File: src/rtl/clock_mode_ctrl_pkg.sv
// Shared types and constants for the alarm-clock sequencer (clock_mode_ctrl).
// The snooze feature is built only when SNOOZE_EN is defined.
package clk_ctrl_pkg;

    localparam int unsigned NS         = 60;
    localparam int unsigned NH         = 24;
    localparam int unsigned ND         = 7;
    localparam int unsigned RING_SECS  = 60;
    localparam int unsigned SNOOZE_MIN = 5;

    localparam int unsigned VAL_W     = 7;
    localparam int unsigned SAT       = 5;
    localparam int unsigned SUN       = 6;
    localparam int unsigned RING_W    = $clog2(RING_SECS);
    localparam int unsigned SNZ_TICKS = SNOOZE_MIN * NS;
    localparam int unsigned SNZ_W     = $clog2(SNZ_TICKS);

    typedef enum logic [1:0] {RUN, TSET, ASET} mode_t;
    typedef enum logic [1:0] {A_IDLE, A_RING, A_SNOOZE} alarm_st_t;

    // Hours/minutes pair, used for both the time and the alarm setting
    typedef struct packed {
        logic [VAL_W-1:0] hrs;
        logic [VAL_W-1:0] mins;
    } hm_t;

    function automatic logic is_weekend(input logic [VAL_W-1:0] day);
        return (day == VAL_W'(SAT)) || (day == VAL_W'(SUN));
    endfunction

endpackage

File: src/rtl/clock_mode_ctrl_if.sv
// Button, counter-status and enable bundle between the clock datapath and clock_mode_ctrl.
// Snooze is always present on the bundle; it only has effect when SNOOZE_EN is defined.
interface clock_mode_ctrl_if;

    logic Pulse;
    logic Timeset;
    logic Alarmset;
    logic Minadv;
    logic Hrsadv;
    logic Dysadv;
    logic Alarmon;
    logic Snooze;
    logic sec_max;
    logic min_max;
    logic hrs_max;
    logic [clk_ctrl_pkg::VAL_W-1:0] TMin;
    logic [clk_ctrl_pkg::VAL_W-1:0] THrs;
    logic [clk_ctrl_pkg::VAL_W-1:0] TDys;
    logic [clk_ctrl_pkg::VAL_W-1:0] AMin;
    logic [clk_ctrl_pkg::VAL_W-1:0] AHrs;

    logic sec_en;
    logic min_en;
    logic hrs_en;
    logic dys_en;
    logic amin_en;
    logic ahrs_en;
    logic disp_alarm;
    logic Buzz;

    modport master (
        output Pulse, Timeset, Alarmset, Minadv, Hrsadv, Dysadv, Alarmon, Snooze,
        output sec_max, min_max, hrs_max, TMin, THrs, TDys, AMin, AHrs,
        input  sec_en, min_en, hrs_en, dys_en, amin_en, ahrs_en, disp_alarm, Buzz
    );

    modport slave (
        input  Pulse, Timeset, Alarmset, Minadv, Hrsadv, Dysadv, Alarmon, Snooze,
        input  sec_max, min_max, hrs_max, TMin, THrs, TDys, AMin, AHrs,
        output sec_en, min_en, hrs_en, dys_en, amin_en, ahrs_en, disp_alarm, Buzz
    );

endinterface

File: src/rtl/clock_mode_ctrl_alarm_seq.sv
// Alarm ring sequencer: match edge detect, ring/snooze FSM, tick counters and registered Buzz.
// Snooze state and its counter exist only when SNOOZE_EN is defined.
module alarm_seq
    import clk_ctrl_pkg::*;
(
    input  logic             clk,
    input  logic             rst_n,
    input  logic             i_pulse,
    input  logic             i_alarmon,
    input  logic             i_tset,
`ifdef SNOOZE_EN
    input  logic             i_snooze,
`endif
    input  hm_t              i_time,
    input  hm_t              i_alarm,
    input  logic [VAL_W-1:0] i_tdys,
    output logic             o_buzz
);

    alarm_st_t         r_state;
    logic              r_match_q;
    logic              r_buzz;
    logic [RING_W-1:0] r_ring_ct;
`ifdef SNOOZE_EN
    logic [SNZ_W-1:0]  r_snz_ct;
`endif

    logic w_match;
    logic w_trig;
    logic w_start;

    assign w_match = (i_time == i_alarm);
    assign w_trig  = w_match & ~r_match_q;
    assign w_start = w_trig & i_alarmon & ~is_weekend(i_tdys) & ~i_tset;

    // Buzz trails the state by one clock so it is a clean registered output
    always_ff @(posedge clk or negedge rst_n) begin
        if (!rst_n) begin
            r_state   <= A_IDLE;
            r_match_q <= 1'b0;
            r_buzz    <= 1'b0;
            r_ring_ct <= '0;
`ifdef SNOOZE_EN
            r_snz_ct  <= '0;
`endif
        end else begin
            r_match_q <= w_match;
            r_buzz    <= (r_state == A_RING);
            case (r_state)
                A_IDLE: begin
                    if (w_start) begin
                        r_state   <= A_RING;
                        r_ring_ct <= '0;
                    end
                end
                A_RING: begin
                    if (!i_alarmon) begin
                        r_state <= A_IDLE;
                    end
`ifdef SNOOZE_EN
                    else if (i_snooze) begin
                        r_state  <= A_SNOOZE;
                        r_snz_ct <= '0;
                    end
`endif
                    else if (i_pulse) begin
                        if (r_ring_ct == RING_W'(RING_SECS - 1)) begin
                            r_state <= A_IDLE;
                        end else begin
                            r_ring_ct <= r_ring_ct + RING_W'(1);
                        end
                    end
                end
`ifdef SNOOZE_EN
                A_SNOOZE: begin
                    if (!i_alarmon) begin
                        r_state <= A_IDLE;
                    end else if (i_pulse) begin
                        if (r_snz_ct == SNZ_W'(SNZ_TICKS - 1)) begin
                            r_state   <= A_RING;
                            r_ring_ct <= '0;
                        end else begin
                            r_snz_ct <= r_snz_ct + SNZ_W'(1);
                        end
                    end
                end
`endif
                default: r_state <= A_IDLE;
            endcase
        end
    end

    assign o_buzz = r_buzz;

endmodule

File: src/rtl/clock_mode_ctrl.sv
// Alarm-clock sequencer top: button mode register, counter-enable decode and alarm sequencer.
// Define SNOOZE_EN to build the snooze feature.
module clock_mode_ctrl
    import clk_ctrl_pkg::*;
(
    input  logic               clk,
    input  logic               rst,
    clock_mode_ctrl_if.slave   bus
);

    mode_t r_mode;
    mode_t w_mode_nxt;

    logic w_sec_en;
    logic w_min_en;
    logic w_hrs_en;
    logic w_dys_en;
    logic w_amin_en;
    logic w_ahrs_en;
    logic w_buzz;
    hm_t  w_time;
    hm_t  w_alarm;

    // Timeset has priority over Alarmset
    always_comb begin
        w_mode_nxt = RUN;
        if (bus.Timeset) begin
            w_mode_nxt = TSET;
        end else if (bus.Alarmset) begin
            w_mode_nxt = ASET;
        end
    end

    always_ff @(posedge clk or negedge rst) begin
        if (!rst) begin
            r_mode <= RUN;
        end else begin
            r_mode <= w_mode_nxt;
        end
    end

    // Pulse-gated enables; fields ripple-carry except while setting the time
    always_comb begin
        w_sec_en  = 1'b0;
        w_min_en  = 1'b0;
        w_hrs_en  = 1'b0;
        w_dys_en  = 1'b0;
        w_amin_en = 1'b0;
        w_ahrs_en = 1'b0;
        case (r_mode)
            TSET: begin
                w_min_en = bus.Pulse & bus.Minadv;
                w_hrs_en = bus.Pulse & bus.Hrsadv;
                w_dys_en = bus.Pulse & bus.Dysadv;
            end
            default: begin
                w_sec_en = bus.Pulse;
                w_min_en = w_sec_en & bus.sec_max;
                w_hrs_en = w_min_en & bus.min_max;
                w_dys_en = w_hrs_en & bus.hrs_max;
            end
        endcase
        if (r_mode == ASET) begin
            w_amin_en = bus.Pulse & bus.Minadv;
            w_ahrs_en = bus.Pulse & bus.Hrsadv;
        end
    end

    assign w_time.mins  = bus.TMin;
    assign w_time.hrs   = bus.THrs;
    assign w_alarm.mins = bus.AMin;
    assign w_alarm.hrs  = bus.AHrs;

    alarm_seq u_alarm_seq (
        .clk       (clk),
        .rst_n     (rst),
        .i_pulse   (bus.Pulse),
        .i_alarmon (bus.Alarmon),
        .i_tset    (r_mode == TSET),
`ifdef SNOOZE_EN
        .i_snooze  (bus.Snooze),
`endif
        .i_time    (w_time),
        .i_alarm   (w_alarm),
        .i_tdys    (bus.TDys),
        .o_buzz    (w_buzz)
    );

    assign bus.sec_en     = w_sec_en;
    assign bus.min_en     = w_min_en;
    assign bus.hrs_en     = w_hrs_en;
    assign bus.dys_en     = w_dys_en;
    assign bus.amin_en    = w_amin_en;
    assign bus.ahrs_en    = w_ahrs_en;
    assign bus.disp_alarm = (r_mode == ASET);
    assign bus.Buzz       = w_buzz;

endmodule

File: src/flat_wrapper.sv
// flat-port wrapper written by rule: the top's interface ports become plain ports
module clock_mode_ctrl_flat import clk_ctrl_pkg::*;
  (clk, rst, bus_Pulse, bus_Timeset, bus_Alarmset, bus_Minadv, bus_Hrsadv, bus_Dysadv, bus_Alarmon, bus_Snooze, bus_sec_max, bus_min_max, bus_hrs_max, bus_TMin, bus_THrs, bus_TDys, bus_AMin, bus_AHrs, bus_sec_en, bus_min_en, bus_hrs_en, bus_dys_en, bus_amin_en, bus_ahrs_en, bus_disp_alarm, bus_Buzz);
  clock_mode_ctrl_if bus_i ();
  input  logic clk;
  input  logic rst;
  input wire logic [$bits(bus_i.Pulse)-1:0] bus_Pulse;
  input wire logic [$bits(bus_i.Timeset)-1:0] bus_Timeset;
  input wire logic [$bits(bus_i.Alarmset)-1:0] bus_Alarmset;
  input wire logic [$bits(bus_i.Minadv)-1:0] bus_Minadv;
  input wire logic [$bits(bus_i.Hrsadv)-1:0] bus_Hrsadv;
  input wire logic [$bits(bus_i.Dysadv)-1:0] bus_Dysadv;
  input wire logic [$bits(bus_i.Alarmon)-1:0] bus_Alarmon;
  input wire logic [$bits(bus_i.Snooze)-1:0] bus_Snooze;
  input wire logic [$bits(bus_i.sec_max)-1:0] bus_sec_max;
  input wire logic [$bits(bus_i.min_max)-1:0] bus_min_max;
  input wire logic [$bits(bus_i.hrs_max)-1:0] bus_hrs_max;
  input wire logic [$bits(bus_i.TMin)-1:0] bus_TMin;
  input wire logic [$bits(bus_i.THrs)-1:0] bus_THrs;
  input wire logic [$bits(bus_i.TDys)-1:0] bus_TDys;
  input wire logic [$bits(bus_i.AMin)-1:0] bus_AMin;
  input wire logic [$bits(bus_i.AHrs)-1:0] bus_AHrs;
  output wire logic [$bits(bus_i.sec_en)-1:0] bus_sec_en;
  output wire logic [$bits(bus_i.min_en)-1:0] bus_min_en;
  output wire logic [$bits(bus_i.hrs_en)-1:0] bus_hrs_en;
  output wire logic [$bits(bus_i.dys_en)-1:0] bus_dys_en;
  output wire logic [$bits(bus_i.amin_en)-1:0] bus_amin_en;
  output wire logic [$bits(bus_i.ahrs_en)-1:0] bus_ahrs_en;
  output wire logic [$bits(bus_i.disp_alarm)-1:0] bus_disp_alarm;
  output wire logic [$bits(bus_i.Buzz)-1:0] bus_Buzz;
  assign bus_i.Pulse = bus_Pulse;
  assign bus_i.Timeset = bus_Timeset;
  assign bus_i.Alarmset = bus_Alarmset;
  assign bus_i.Minadv = bus_Minadv;
  assign bus_i.Hrsadv = bus_Hrsadv;
  assign bus_i.Dysadv = bus_Dysadv;
  assign bus_i.Alarmon = bus_Alarmon;
  assign bus_i.Snooze = bus_Snooze;
  assign bus_i.sec_max = bus_sec_max;
  assign bus_i.min_max = bus_min_max;
  assign bus_i.hrs_max = bus_hrs_max;
  assign bus_i.TMin = bus_TMin;
  assign bus_i.THrs = bus_THrs;
  assign bus_i.TDys = bus_TDys;
  assign bus_i.AMin = bus_AMin;
  assign bus_i.AHrs = bus_AHrs;
  assign bus_sec_en = bus_i.sec_en;
  assign bus_min_en = bus_i.min_en;
  assign bus_hrs_en = bus_i.hrs_en;
  assign bus_dys_en = bus_i.dys_en;
  assign bus_amin_en = bus_i.amin_en;
  assign bus_ahrs_en = bus_i.ahrs_en;
  assign bus_disp_alarm = bus_i.disp_alarm;
  assign bus_Buzz = bus_i.Buzz;
  clock_mode_ctrl u_core (.clk(clk), .rst(rst), .bus(bus_i));
endmodule
File: config.mk
export PLATFORM = sky130hd
export DESIGN_NAME = clock_mode_ctrl_flat
export DESIGN_NICKNAME = d
export VERILOG_FILES = /design/src/rtl/clock_mode_ctrl_pkg.sv /design/src/rtl/clock_mode_ctrl_if.sv /design/src/rtl/clock_mode_ctrl_alarm_seq.sv /design/src/rtl/clock_mode_ctrl.sv /design/src/flat_wrapper.sv
export SDC_FILE = /design/constraint.sdc
export NUM_CORES = 1
export LEC_CHECK = 0
export BUFFER_PORTS_ARGS = -buffer_cell sky130_fd_sc_hd__clkbuf_2
export CORE_MARGIN = 2
export CORE_UTILIZATION = 44
export DETAILED_ROUTE_END_ITERATION = 6
export HOLD_SLACK_MARGIN = 0.08
export PLACE_DENSITY_LB_ADDON = 0.12
export SLEW_MARGIN = 20
export SYNTH_ARGS = -nofsm -noshare
export SYNTH_HDL_FRONTEND = slang
export SYNTH_SLANG_ARGS = --single-unit
File: constraint.sdc
create_clock -name clk -period 3.61 [get_ports clk]
set_input_delay 0.722 -clock clk [delete_from_list [all_inputs] [get_ports clk]]
set_output_delay 0.722 -clock clk [all_outputs]
set_load 0.1 [all_outputs]
# ---- After elaboration in Yosys (flattened, before gate mapping)
# Cells that the tools add are included.
dict set report totals {
  register_bits 12
  input_bits 48
  out_inout_bits 8
  elab_cells 55
}
dict set report classes {
  add_sub_neg 1
  eq_ne 13
  muxes 18
  bitwise_logic 13
  reduce_logical 5
}
# cell count
set ops {}
lappend ops {{2-to-1 mux 6 bit} 4}
lappend ops {{== test 14 bit} 1}
lappend ops {{== test 7 x 3 -> 1 bit (second input constant)} 2}
lappend ops {{2-to-1 mux 2 bit} 6}
lappend ops {{case mux 6 bit (2 select lines)} 1}
lappend ops {{AND 1 bit} 10}
lappend ops {{!= test 2 bit (second input constant)} 4}
lappend ops {{adder 6 x 1 -> 6 bit (second input constant)} 1}
lappend ops {{== test 6 bit (second input constant)} 1}
lappend ops {{2-to-1 mux 1 bit} 6}
lappend ops {{AND reduction 5 bit} 1}
lappend ops {{== test 2 x 1 -> 1 bit (second input constant)} 2}
lappend ops {{case mux 2 bit (2 select lines)} 1}
lappend ops {{!= test 3 x 2 -> 1 bit (second input constant)} 1}
lappend ops {{!= test 3 bit (second input constant)} 1}
lappend ops {{NOT 1 bit} 3}
lappend ops {{AND reduction 3 bit} 1}
lappend ops {{== test 2 bit (second input constant)} 1}
lappend ops {{zero test 2 bit} 1}
lappend ops {{nonzero test 2 bit} 1}
lappend ops {{logical OR 1 bit} 1}

# ---- Depth between registers and ports, before layout
# Gate-level depths: netlist of run 1.
dict set report depth {
  depth_word 7
  depth_mapped 5
  depth_no_buf 5
}

# ---- Cells and area by module
# A second synthesis of run 1 with hierarchy kept.
dict set report hier_totals {
  hier_cells 80
  area_unflattened_um2 764.5
}
# mod n_inst cells_per_inst area_per_inst_um2 seq_area_each_um2
set by_module_without_submodules {}
lappend by_module_without_submodules {alarm_seq 1 62 605.6 225.2}
lappend by_module_without_submodules {clock_mode_ctrl 1 18 158.9 50.0}

# ---- Worst setup path before layout of run 1
# No wires, ideal clock.
dict set report synth_path {
  path_kind {input to output}
  startpoint {in bus_hrs_max}
  endpoint {out bus_dys_en}
  arrival_ps 2996
  slack_ps -108
  cell_stages 2
  path_buffers 0
  path_cell_list {nand4_1 -> a21boi_0}
}
dict set report synth_between {
  elab_chain_len 2
}
# item line
set synth_lines {}
lappend synth_lines {{start: declaration} flat_wrapper.sv:17} ;# input wire logic [$bits(bus_i.hrs_max)-1:0] bus_hrs_max;
lappend synth_lines {{AND 1 bit} clock_mode_ctrl.sv:60} ;# w_dys_en = w_hrs_en & bus.hrs_max;
lappend synth_lines {{2-to-1 mux 1 bit} clock_mode_ctrl.sv:50} ;# case (r_mode)
lappend synth_lines {{end: declaration} flat_wrapper.sv:26} ;# output wire logic [$bits(bus_i.dys_en)-1:0] bus_dys_en;
# No other way between the ends.

# ---- Worst setup path after layout of run 1
dict set report layout_path {
  startpoint {reg u_core.r_mode[1]}
  endpoint {out bus_hrs_en}
}
dict set report layout_between {
  elab_chain_len 2
}
# item line
set layout_lines {}
lappend layout_lines {{start: declaration} clock_mode_ctrl.sv:11} ;# mode_t r_mode;
lappend layout_lines {{start signal: assignment} clock_mode_ctrl.sv:38} ;# r_mode <= w_mode_nxt;
lappend layout_lines {{== test 2 x 1 -> 1 bit} clock_mode_ctrl.sv:50}
lappend layout_lines {{2-to-1 mux 1 bit} clock_mode_ctrl.sv:50}
lappend layout_lines {{end: declaration} flat_wrapper.sv:25} ;# output wire logic [$bits(bus_i.hrs_en)-1:0] bus_hrs_en;
# No other way between the ends.

==> results of run 1 <==
-- area by class of cell --
| cell class | count | share of cell area [%] |
|---|---|---|
| clock buffer | 4 | 2.30 |
| multi-input combinational | 77 | 47.3 |
| sequential | 11 | 24.0 |
| tap | 25 | 2.73 |
| timing repair buffer | 54 | 23.6 |
-- worst max-delay path: stages (launching register included) --
cell and delay [ns]:
sky130_fd_sc_hd__dfrtp_1 0.38, sky130_fd_sc_hd__nor2b_1 0.20, sky130_fd_sc_hd__nand2_1 0.09, sky130_fd_sc_hd__a21boi_1 0.14, sky130_fd_sc_hd__clkbuf_2 0.47
-- where the power goes --
part / leakage, uW / internal (uW) / switching (uW)
Combinational: 0.000397 / 36.5 / 53.6
Sequential: 0.000150 / 124 / 0.693
Clock: 0.0000150 / 42.8 / 41.7
Total: 0.000562 / 204 / 96.0
-- through the flow --
stage / hold slack (ns) / cells
floorplan: 0.426 / 89
global placement: 0.506 / 167
detailed placement: 0.510 / 167
CTS: 0.318 / 171
global route: 0.321 / 171
finish: 0.312 / 171
-- layer usage --
metal,share of wire [%],routed length (um),vias up
met5,0,0,-
met4,0.87,16,0
met3,8.4,155,4
met2,53,982,40
met1,37,685,397
li1,-,-,444
-- state kept, by name, summed over array words and instances (netlist names) --
| register | cells |
|---|---|
| u_core.u_alarm_seq.r_ring_ct | 6 |
| u_core.u_alarm_seq.r_match_q | 1 |
| u_core.r_mode | 2 |
| u_core.u_alarm_seq.r_state | 1 |
| u_core.u_alarm_seq.o_buzz | 1 |
-- worst max path at each step --
stage          cells after the start           to
2_1_floorplan                      2  bus_ahrs_en
3_3_place_gp                       3   bus_hrs_en
3_5_place_dp                       3   bus_hrs_en
4_1_cts                            4   bus_hrs_en
5_1_grt                            4   bus_hrs_en
6_report                           4   bus_hrs_en
-- synthesized netlist by cell type (2+ instances only) --
cell                       instances  area, um2
sky130_fd_sc_hd__xor2_1            2       17.5
sky130_fd_sc_hd__nor3_1            2       10.0
sky130_fd_sc_hd__and2_1            3       18.8
sky130_fd_sc_hd__o211ai_1          7       52.6
sky130_fd_sc_hd__nand4_1           5       31.3
sky130_fd_sc_hd__xnor2_1          15        131
sky130_fd_sc_hd__o21ai_0           3       15.0
sky130_fd_sc_hd__nand2_1          10       37.5
sky130_fd_sc_hd__a21oi_1           2       10.0
sky130_fd_sc_hd__dfrtp_1          11        275
sky130_fd_sc_hd__nor2_1            2       7.51
sky130_fd_sc_hd__and3_1            3       18.8
sky130_fd_sc_hd__a21boi_0          3       22.5
sky130_fd_sc_hd__nor2b_1           3       18.8
sky130_fd_sc_hd__nand3_1           5       25.0
-- logic make-up after synthesis --
family | count (synthesis) | synth area share [%]
AOI/OAI and AO/OA | 19 | 16.2
xor gates and xnor gates | 17 | 18.1
adders and majority gates | 1 | 1.52
buffers and inverters | 1 | 0.457
DFF | 11 | 33.5
muxes | 1 | 1.22
and+or+nand+nor | 39 | 29.0
==> run summary, run 1 <==
Before CTS, the worst setup slack after placement is between 1 and 1.5 ns. The detailed placer's ending HPWL is 1.57 mm. The relative slew slack is between 60 and 70%.

For this run, the detailed router's first-pass iteration total came to 5. The leftover overflow at the end of global routing is 0. The number of slew-limit violations in the final report was 0. Counting flops and latches in the post-synthesis netlist gives 11.

Counting cells, the worst reg-to-reg path comes to 5. The clock transition at the register clock pins on the worst setup and hold paths after CTS is 0.07 ns. The hold violation count in the final report is 0. The classification of the worst setup path is register to primary output.

The initial antenna violation count came out at 0. The source of the worst register-to-register timing path is u_core.u_alarm_seq.r_ring_ct[0]. The placed cell area came out at 1120 um2. The count of unique library cells instantiated by Yosys came out at 28. After detailed routing, the number of remaining DRC violations is 0. TritonCTS built the clock tree. The cell area that synthesis handed to floorplanning was 821 um2. Relative to the synthesized area, the layout overhead comes to 39.5%. Once routing completed, OpenROAD measured the worst setup slack at approximately 1.3 ns. The starting density of the core came out at between 40% and 50%. The multi-input gate area in the final layout is 542 um2.

The number of setup buffers added after CTS came out at 0. The endpoint identified for the worst register-to-register timing path is u_core.u_alarm_seq.r_ring_ct[1]. For this run, the share of the core covered by cells in the final layout is 65.6%. At the pin with the least slew margin, the transition time is 0.543 ns. The count of yosys warnings during synthesis is 0. The count of maximum capacitance violations came out at 0. After the last flow step, the layout net total stands at about 200. The maximum level of the CTS H-tree is 1. The total detailed-routing wirelength came out at 1.84 mm.

The number of buffers added by the clock tree synthesis step is 3. The library cell used as clock root buffer is sky130_fd_sc_hd__clkbuf_4. The floorplan has 15 rows. The die span in y came out at between 40 and 50 um. The met1 usage in global routing came out at 17.6%. In the final timing run, aggregate negative setup slack is 0 ns.

Entering global routing, the biggest net connects 12 pins. The total area inside the core boundary comes to 1750 um2. The post-synth net total is ~140. The most used flip-flop cell after synthesis is sky130_fd_sc_hd__dfrtp_1. The overall track demand over capacity in global routing is 19.1%. The share of the clock period used by the worst path after layout is 62.6%. Setup repair after global routing left no endpoint under its margin.

Clock tree synthesis found a total of 11 sinks. The critical path starts at u_core.r_mode[1]. After filler insertion, the fill cell instance count of the layout stands at around 160. The highest fanout seen on the critical path came out at 3. In the global route stage, met2 resource usage came out at 37.8%. The worst setup path is captured at a primary output. The number of primary I/O pins is 56. The x dimension of the die is 47.2 um.

After synthesis, the mean cell area works out to 9.22 um2. The arrival time at the worst endpoint is 1.54 ns. The routability congestion estimate came out at around 0.73. In this run the deepest clock path goes through 2 buffers. The number of input and output port buffers inserted came out at between 50 and 60. The post-detailed-route wirelength per cell came out at ~11 um. The async set or reset register ratio after synthesis came out at 100%.

The worst path needs around 2.3 ns of the cycle, external delays included. The share of the yosys chip area belonging to registers is 33.5%. STA classifies the critical path startpoint as a register.

The worst endpoint required time came out at 2.89 ns. The final-report setup violation count came out at 0. The count of cells resized by post-cts repair is 0.

The layout cell share with drive strength beyond 1 came out at roughly 42%. Buffers inserted to repair hold after CTS numbered 0. For this run, the top clock speed supported by timing is 0.442 GHz. Leaving out fill and tap cells, the most frequent cells in the layout are sky130_fd_sc_hd__clkbuf_2, sky130_fd_sc_hd__xnor2_1, sky130_fd_sc_hd__dfrtp_1, sky130_fd_sc_hd__nand2_1, sky130_fd_sc_hd__o211ai_1. The count of routing violations after the opening detailed-route iteration is 9.

The reg2reg setup slack is 2.05 ns. The count of flip-flops with a built-in enable after synthesis is 0. The number of antenna diodes in the final layout is 0. The standby leakage power is 0.000562 uW.

The via count of the first global-routing pass came out at 815. The flow ran to the end, and the final reports show no timing, DRC or antenna violations. The average via count per standard cell came out at 5.18.

The overall power consumption came out at 300 uW. The first-pass GRT wire length is 2.95 mm. The areal power density over the cells came out at 262 nW/um2. For the final database, setup skew stands at between 0.003 and 0.004 ns.

Leaving out fill and tap cells, the most frequent cell in the layout is sky130_fd_sc_hd__clkbuf_2. Across all layers, the routed design uses 885 vias. The die covers 2230 um2. The routing usage on met3 came out at 3.85%. The area taken by flip-flops and latches came out at 275 um2. The insertion delay of the later-clocked pin in the worst-skew pair is roughly 0.27 ns. met2 is the most crowded layer.

The post-synthesis cell count came out at 89. The finished cells cover 1140 um2. The largest vdd supply drop came out at 0.000151 V. The worst hold path belongs to the class input pin to async pin. In this run the remaining antenna-violating nets after routing total 0.
(Power assumes the default switching activity.)
==> run 2, diff against run 1 <==
- ABC_AREA: unset -> 1
- CORE_UTILIZATION: 44 -> 43
- clock period: 3.61 -> 2.3 ns (I/O delays scaled with it)
==> run 2 against run 1 <==
  * Synthesized cell count grew 80%
  * Wire length grew 10%
  * Total power grew 64%
  * Sequential share of layout area shrank 3.6 points
  * Combinational power grew 79%
  * Clock power grew 57%
==> run summary, run 2 <==
The worst setup path is launched from a register. The areal power density over the cells is 365 nW/um2. The fraction of power consumed by the clock network is 27.0%. The overall power consumption is 492 uW. From bottom edge to top edge, the die measures 51.5 um.

The number of slew-limit violations in the final report is 0. The x dimension of the die is roughly 51 um. The count of yosys warnings during synthesis came out at 0. The number of buffers added by the clock tree synthesis step came out at 3. The post-synthesis cell count is 160. The average footprint of a synthesized cell came out at a little over 6 um2. The synthesis-to-finish area growth is 39.0%. The clock net sink count came out at 11. The worst-case IR drop observed on VDD is 0.000198 V.

The internal power of the cells is 321 uW. The end of the worst hold path is u_core.r_mode[0]. The endpoint identified for the worst register-to-register timing path is u_core.u_alarm_seq.r_ring_ct[5]. The share of the yosys chip area belonging to registers came out at 28.4%.

The detailed placer's ending HPWL came out at 1.81 mm. The analysis attributes to cell leakage a power of 0.000860 uW. The area share of the leading cell type in the synthesized netlist is 28.4%. The number of setup buffers added after CTS is 0. The root buffer cell chosen for the clock tree is sky130_fd_sc_hd__clkbuf_4. The arrival time at the worst endpoint came out at 1.52 ns. The number of cells on the worst reg-to-reg path is 6. The achievable frequency came out at 0.504 GHz.

After clock tree synthesis, the repair step resized 0 gates. The count of flip-flops with a built-in enable after synthesis came out at 0. Of the total power, combinational logic draws approximately 33%.

sky130_fd_sc_hd__dfrtp_1 takes more of the synthesized area than any other cell. Among all cell types in the netlist, the one instantiated most often is sky130_fd_sc_hd__nand2_1. The shortest period the worst path allows came out at 1.98 ns.

The number of antenna diodes came out at 0. The final layout contains 269 nets. The leftover overflow at the end of global routing is 0. The maximum root-to-sink buffer count is 2.

The share of the clock period used by the worst path after layout came out at 86.2%. The insertion delay of the later-clocked pin in the worst-skew pair is 0.27 ns. The floorplan has 17 rows. The count of maximum capacitance violations is 0. Ranked by instance count, the synthesized netlist is headed by sky130_fd_sc_hd__nand2_1, sky130_fd_sc_hd__inv_1, sky130_fd_sc_hd__nor2_1. The leading cell type in the layout, fill and taps excluded is sky130_fd_sc_hd__nand2_1. The count of unique library cells instantiated by Yosys is 23. The worst hold path begins at bus_Timeset. The flow ran to the end, and the final reports show no timing, DRC or antenna violations. Counting instances, the worst hold path has a depth of 1. The initial utilization of the core area, before any placement, comes to approximately 45%. Setup repair after global routing left no endpoint under its margin. The hold violation count in the final report was 0. The count of routing violations after the opening detailed-route iteration came out at 13. The number of detailed-route iterations in the first pass came out at 4. After synthesis, the share of flip-flops with an asynchronous set or reset is 100%.

The area of the placeable core is 2170 um2. The switching power is 171 uW. The die footprint is 2650 um2.

The final layout contains routed wiring with a total length of around 2.0 mm. The number of input and output port buffers inserted is 54. Synthesis produced a netlist with a net count of 209. After detailed routing, the number of vias per cell comes to 4.41. For the final database, setup skew stands at 0.00630 ns.

The critical path is of the register to primary output type. The post-detailed-route wirelength per cell came out at 8.21 um. The sequential cell fraction of total power came out at roughly 40%. The reg2reg setup slack came out at 0.97 ns. The largest register by flop count is u_core.u_alarm_seq.r_ring_ct. The top cell types in the final layout, fill and taps aside, are sky130_fd_sc_hd__nand2_1, sky130_fd_sc_hd__clkbuf_2, sky130_fd_sc_hd__inv_1, sky130_fd_sc_hd__nor2_1, sky130_fd_sc_hd__nand3_1. The via count of the first global-routing pass came out at 1,041.

Detailed routing inserted a total of ~1,100 vias. The post-route netlist has 36.1% of its cells at a drive strength greater than 1. For this run, the total global-route usage over all layers was measured as 17.9%. The flip-flop cell with the highest count after synthesis is sky130_fd_sc_hd__dfrtp_1. The final-report setup violation count is 0.

Entering global routing, the biggest net connects 12 pins. The initial antenna violation count was 0. The maximum level of the CTS H-tree came out at 1. The relative slew slack came out at 64.1%. Once layout is complete, the utilization of the core stands at 62.1%. The congestion estimate from routability-driven global placement came to 0.757. The number of primary I/O pins came out at 56. By area the synthesized netlist is led by sky130_fd_sc_hd__dfrtp_1, sky130_fd_sc_hd__nand2_1, sky130_fd_sc_hd__inv_1. The worst endpoint required time is 1.84 ns.

The highest fanout seen on the critical path is 5. After synthesis the netlist holds a flip-flop and latch count of 11. The switching share of power came out at 34.7%. The critical path endpoint category is a primary output.

The count of antenna-violating nets left after detailed routing came out at 0. The worst hold path belongs to the class input pin to register. TritonCTS built the clock tree. The largest registers in the layout are u_core.u_alarm_seq.r_ring_ct: 6 flops, u_core.r_mode: 2 flops. For the pin with the worst max-slew slack, the measured transition is approximately 0.54 ns. The startpoint identified for the worst register-to-register timing path is u_core.r_mode[0]. The synthesized netlist occupies a cell area of 970 um2. The number of design rule violations left after detail routing came out at 0. The clock transition at the register clock pins on the worst setup and hold paths after CTS is approximately 0.060 ns. The number of flip-flops under the largest register name is 6. The first global-routing pass estimated 3.73 mm of wire.
run 2: cell types whose count changed in the layout (fill, tap and decap cells not counted), moves of 4 or more:
cell,change
sky130_fd_sc_hd__inv_1,+32
sky130_fd_sc_hd__nand2_1,+46
sky130_fd_sc_hd__o211ai_1,-7
sky130_fd_sc_hd__inv_2,+4
sky130_fd_sc_hd__nand3_1,+7
sky130_fd_sc_hd__nor2_1,+15
sky130_fd_sc_hd__nand4_1,-5
sky130_fd_sc_hd__xnor2_1,-13
run 2: worst max-delay path, cell delays in order (launching register included):
cell	delay, ns
sky130_fd_sc_hd__dfrtp_1	0.47
sky130_fd_sc_hd__nand2_1	0.17
sky130_fd_sc_hd__o21ai_1	0.15
sky130_fd_sc_hd__clkbuf_2	0.47
run 2: cell families after synthesis:
kind of cell | Yosys count | share of synthesized area, %
xor+xnor | 4 | 3.61
buf+inv | 36 | 13.9
flops | 11 | 28.4
fa+ha+maj | 1 | 1.29
simple gates | 102 | 49.2
compound gates | 6 | 3.61
run 2: area by class of cell:
class                           instances  area (um2)
Fill cell                             216         822
Multi-Input combinational cell        113         591
Tap cell                               28        35.0
Timing Repair Buffer                   55         285
Sequential cell                        11         275
Inverter                               36         135
Clock buffer                            4        26.3
run 2: stage by stage:
step	cell area (um2)	setup TNS, ns	instances	worst slack, ns	hold WS, ns
global placement	1310	0	242	0.476	0.349
global route	1350	0	247	0.242	0.317
detailed placement	1310	0	242	0.447	0.348
CTS	1350	0	247	0.306	0.313
floorplan	1000	-0.583	160	-0.313	0.164
finish	1350	0	247	0.318	0.315
run 2: what timing repair did:
action                                  in CTS  in global routing
hold buffers                                 1                  0
hold endpoints to repair                    11                  0
endpoints found under the setup margin       0                  0
run 2: how the worst max path moves through the flow:
stage                     startpoint          to  slack, ns  cells past startpoint
floorplan                  bus_Pulse  bus_dys_en      -0.31                      4
CTS                 u_core.r_mode[0]  bus_min_en       0.31                      3
global placement           bus_Pulse  bus_min_en       0.48                      6
finish              u_core.r_mode[0]  bus_min_en       0.32                      3
detailed placement         bus_Pulse  bus_min_en       0.45                      6
global route        u_core.r_mode[0]  bus_min_en       0.24                      3
run 2: layer usage:
layer	GRT usage, %	routed length (um)	up-vias
li1	-	-	596
met1	19.5	853	447
met2	34.4	974	42
met3	2.05	164	5
met4	7.46	36	0
met5	0	0	-
run 2: power groups by stage:
stage,clock [uW],combinational (uW),sequential [uW]
after CTS,134,164,197
after global routing,143,181,198
after detailed placement,0,162,201
after floorplan,0,101,201
after global placement,0,157,201
final,133,161,197
==> run 3, diff against run 2 <==
- CTS_BUF_LIST: unset -> sky130_fd_sc_hd__clkbuf_8 sky130_fd_sc_hd__clkbuf_16
==> run 3 against run 2 <==
  * Total power grew 11%
  * Maximum frequency grew 2.0%
  * Setup slack gained 0.039 ns
  * Non-clock buffer count shrank 1
  * Register-to-register slack is essentially flat
  * Clock power grew 41%
  * Final area grew 0.65%
  * Cell count shrank 0.40%
  * Global-route usage grew 0.49 points
  * Flip-flop and latch count is the same
  * Sequential power is essentially flat
  * Hold slack lost 0.23 ns
  * Critical endpoint unchanged
  * Largest cell class unchanged
  * Highest routed layer unchanged
==> run summary, run 3 (synthesized netlist as in run 2, its figures left out) <==
The relative slew slack is 64.1%. The overall track demand over capacity in global routing came out at 18.4%. The pre-antenna-repair detailed-routing pass consisted of 5 iterations.

The shortest period the worst path allows came out at approximately 1.9 ns. The achievable frequency came out at roughly 0.51 GHz. By startpoint and endpoint, the worst setup path is classified as register to primary output. In the final layout, the registers with the most flip-flops are u_core.u_alarm_seq.r_ring_ct: 6 flops, u_core.r_mode: 2 flops.

The worst setup path is captured at a primary output. The sequential cell fraction of total power is a little over a third. The maximum root-to-sink buffer count came out at 2. The slowest cell on the critical path is sky130_fd_sc_hd__clkbuf_2. The count of maximum capacitance violations came out at 0. The count of routing violations after the opening detailed-route iteration came out at 11. The number of clock buffers added by TritonCTS is 3. Wires add up to 2.03 mm. The x dimension of the die is 51.5 um. The net total in the final layout came out at 268.

The area of the placeable core came out at roughly 2200 um2. The layout cell share with drive strength beyond 1 came out at 36.2%. In the final routed layout, each cell accounts on average for 8.26 um. The number of antenna diodes in the final layout is 0. The number of placement rows is 17. In this run, post-CTS repair resized a total of 0 instances. The average via count per standard cell came out at 4.41. The quantity of hold-fixing buffers added after cts is 0.

Cells fill 62.5% of the core in the end. The clock transition at the register clock pins on the worst setup and hold paths after CTS came out at ~0.050 ns. The leading cell type in the layout, fill and taps excluded is sky130_fd_sc_hd__nand2_1.

TritonCTS built the clock tree. Setup repair after global routing left no endpoint under its margin. The highest fanout seen on the critical path is 5. The die footprint is 2650 um2. The register with the most flip-flops in the layout has 6 of them. The finished cells cover 1360 um2. Counting flops per register, the top entry is u_core.u_alarm_seq.r_ring_ct. For the final database, setup skew stands at 0.00349 ns. The number of setup buffers added after CTS is 0. After detailed routing, the number of remaining DRC violations is 0. The count of antenna-violating nets left after detailed routing is 0.

The type of element launching the critical path is a register. At the pin with the least slew margin, the transition time is 0.541 ns. Once the floorplan was initialized, standard cells occupied 44.7% of the core. The arrival time at the worst endpoint is between 1 and 1.5 ns. The internal power of the cells is 371 uW. The die span in y came out at slightly above 50 um.

In this run the number of H-tree levels came out at 1. The number of input and output port buffers inserted is 54. The congestion estimate from routability-driven global placement came to 0.757. The flow ran to the end, and the final reports show no timing, DRC or antenna violations. The filler cells instantiated in the layout total ~210. The root buffer cell chosen for the clock tree is sky130_fd_sc_hd__clkbuf_8. Summed over all nets, the switching power comes to 174 uW.

The insertion delay of the later-clocked pin in the worst-skew pair is 0.24 ns. The area taken by flip-flops and latches is about 280 um2. The first global-routing pass estimated 3.78 mm of wire. The hold violation count in the final report is 0. Setup violations remaining at the end of the flow were counted as 0. The clock net sink count came out at 11.

In this run the count of I/O pins placed on the die edge is 56. The areal power density over the cells is 402 nW/um2. The fraction of power consumed by the clock network came out at roughly 34%.

Data on the critical path is required at its endpoint by 1.84 ns. The switching share of power came out at 32.0%. The synthesis-to-finish area growth is 39.9%. The initial antenna violation count was 0.

The library cells used most frequently in the layout, excluding fill and tap cells, are sky130_fd_sc_hd__nand2_1, sky130_fd_sc_hd__clkbuf_2, sky130_fd_sc_hd__inv_1, sky130_fd_sc_hd__nor2_1, sky130_fd_sc_hd__nand3_1. The signal on the critical path passes through nand2_1 > o21ai_1 > clkbuf_2. The placed cell area came out at 1310 um2.

The leftover overflow at the end of global routing is 0. The via count of the first global-routing pass came out at 1,041. The largest net degree at the start of global routing is 12.

The total number of vias is 1,086. The tightest min-delay check is of the input pin to async pin type. Hold timing on the final database bottoms out at a slack of roughly 0.088 ns. After legalization and detailed placement, the total HPWL measured 1.81 mm. The number of slew-limit violations in the final report came to 0. On the worst path, the slowest cell contributes a delay of 0.47 ns. The share of total power in combinational logic is roughly 29%. The multi-input gate area in the final layout came out at 591 um2. The standby leakage power came out at roughly 0.00087 uW. The share of the clock period used by the worst path after layout is 84.5%. The largest vdd supply drop came out at around 0.00023 V.
==> run 3: cell types whose count changed in the layout (fill, tap and decap cells not counted) <==
cell	before	now
sky130_fd_sc_hd__clkbuf_4	3	0
sky130_fd_sc_hd__clkbuf_8	0	3
sky130_fd_sc_hd__clkbuf_1	1	0
sky130_fd_sc_hd__dlygate4sd3_1	1	0
sky130_fd_sc_hd__inv_1	32	33
==> run 3: area by class of cell <==
type	count	area share, %
clock inverters	1	0.277
flip-flops and latches	11	20.3
well taps	28	2.58
inverters	36	9.96
clock buffers	3	3.04
repair buffers	54	20.3
multi-input cells	113	43.5
==> run 3: power by group through the flow <==
stage | logic [uW] | registers, uW | clock network, uW
final | 160 | 198 | 187
after global routing | 180 | 198 | 203
after CTS | 163 | 198 | 191
after detailed placement | 162 | 201 | 0
after global placement | 157 | 201 | 0
after floorplan | 101 | 201 | 0
==> run 3: metal layers <==
metal,GRT usage (%),part of all wire (%),vias to the layer above
li1,-,-,594
met2,35.0,49,45
met1,19.9,41,443
met3,2.92,8.8,4
met4,7.46,1.4,0
met5,0,0,-
==> run 3: worst max-delay path, delay by kind of cell, from the launching register on <==
family | cells | cell delay, ns
flops | 1 | 0.46
compound gates | 1 | 0.15
buf+inv | 1 | 0.47
simple gates | 1 | 0.17
==> run 3: per-stage QoR <==
step           setup WS [ns]  setup TNS, ns  total power (uW)  cells
2_1_floorplan         -0.313         -0.583               302    160
3_3_place_gp           0.476              0               359    242
3_5_place_dp           0.447              0               363    242
4_1_cts                0.342              0               552    246
5_1_grt                0.279              0               581    246
6_report               0.357              0               545    246
==> run 3: path summary, 6_finish.rpt <==
check / startpoint / endpoint / slack, ns / cells past startpoint
hold / removal: rst / u_core.u_alarm_seq.r_ring_ct[4] / 0.09 / 1
min in group clk: bus_Timeset / u_core.r_mode[0] / 0.35 / 1
max in group asynchronous: rst / u_core.r_mode[0] / 2.00 / 1
hold reg to reg: u_core.u_alarm_seq.r_state[0] / u_core.u_alarm_seq.o_buzz / 0.42 / 0
setup / recovery: u_core.r_mode[0] / bus_min_en / 0.36 / 3
setup reg to reg: u_core.r_mode[0] / u_core.u_alarm_seq.r_ring_ct[5] / 0.97 / 6
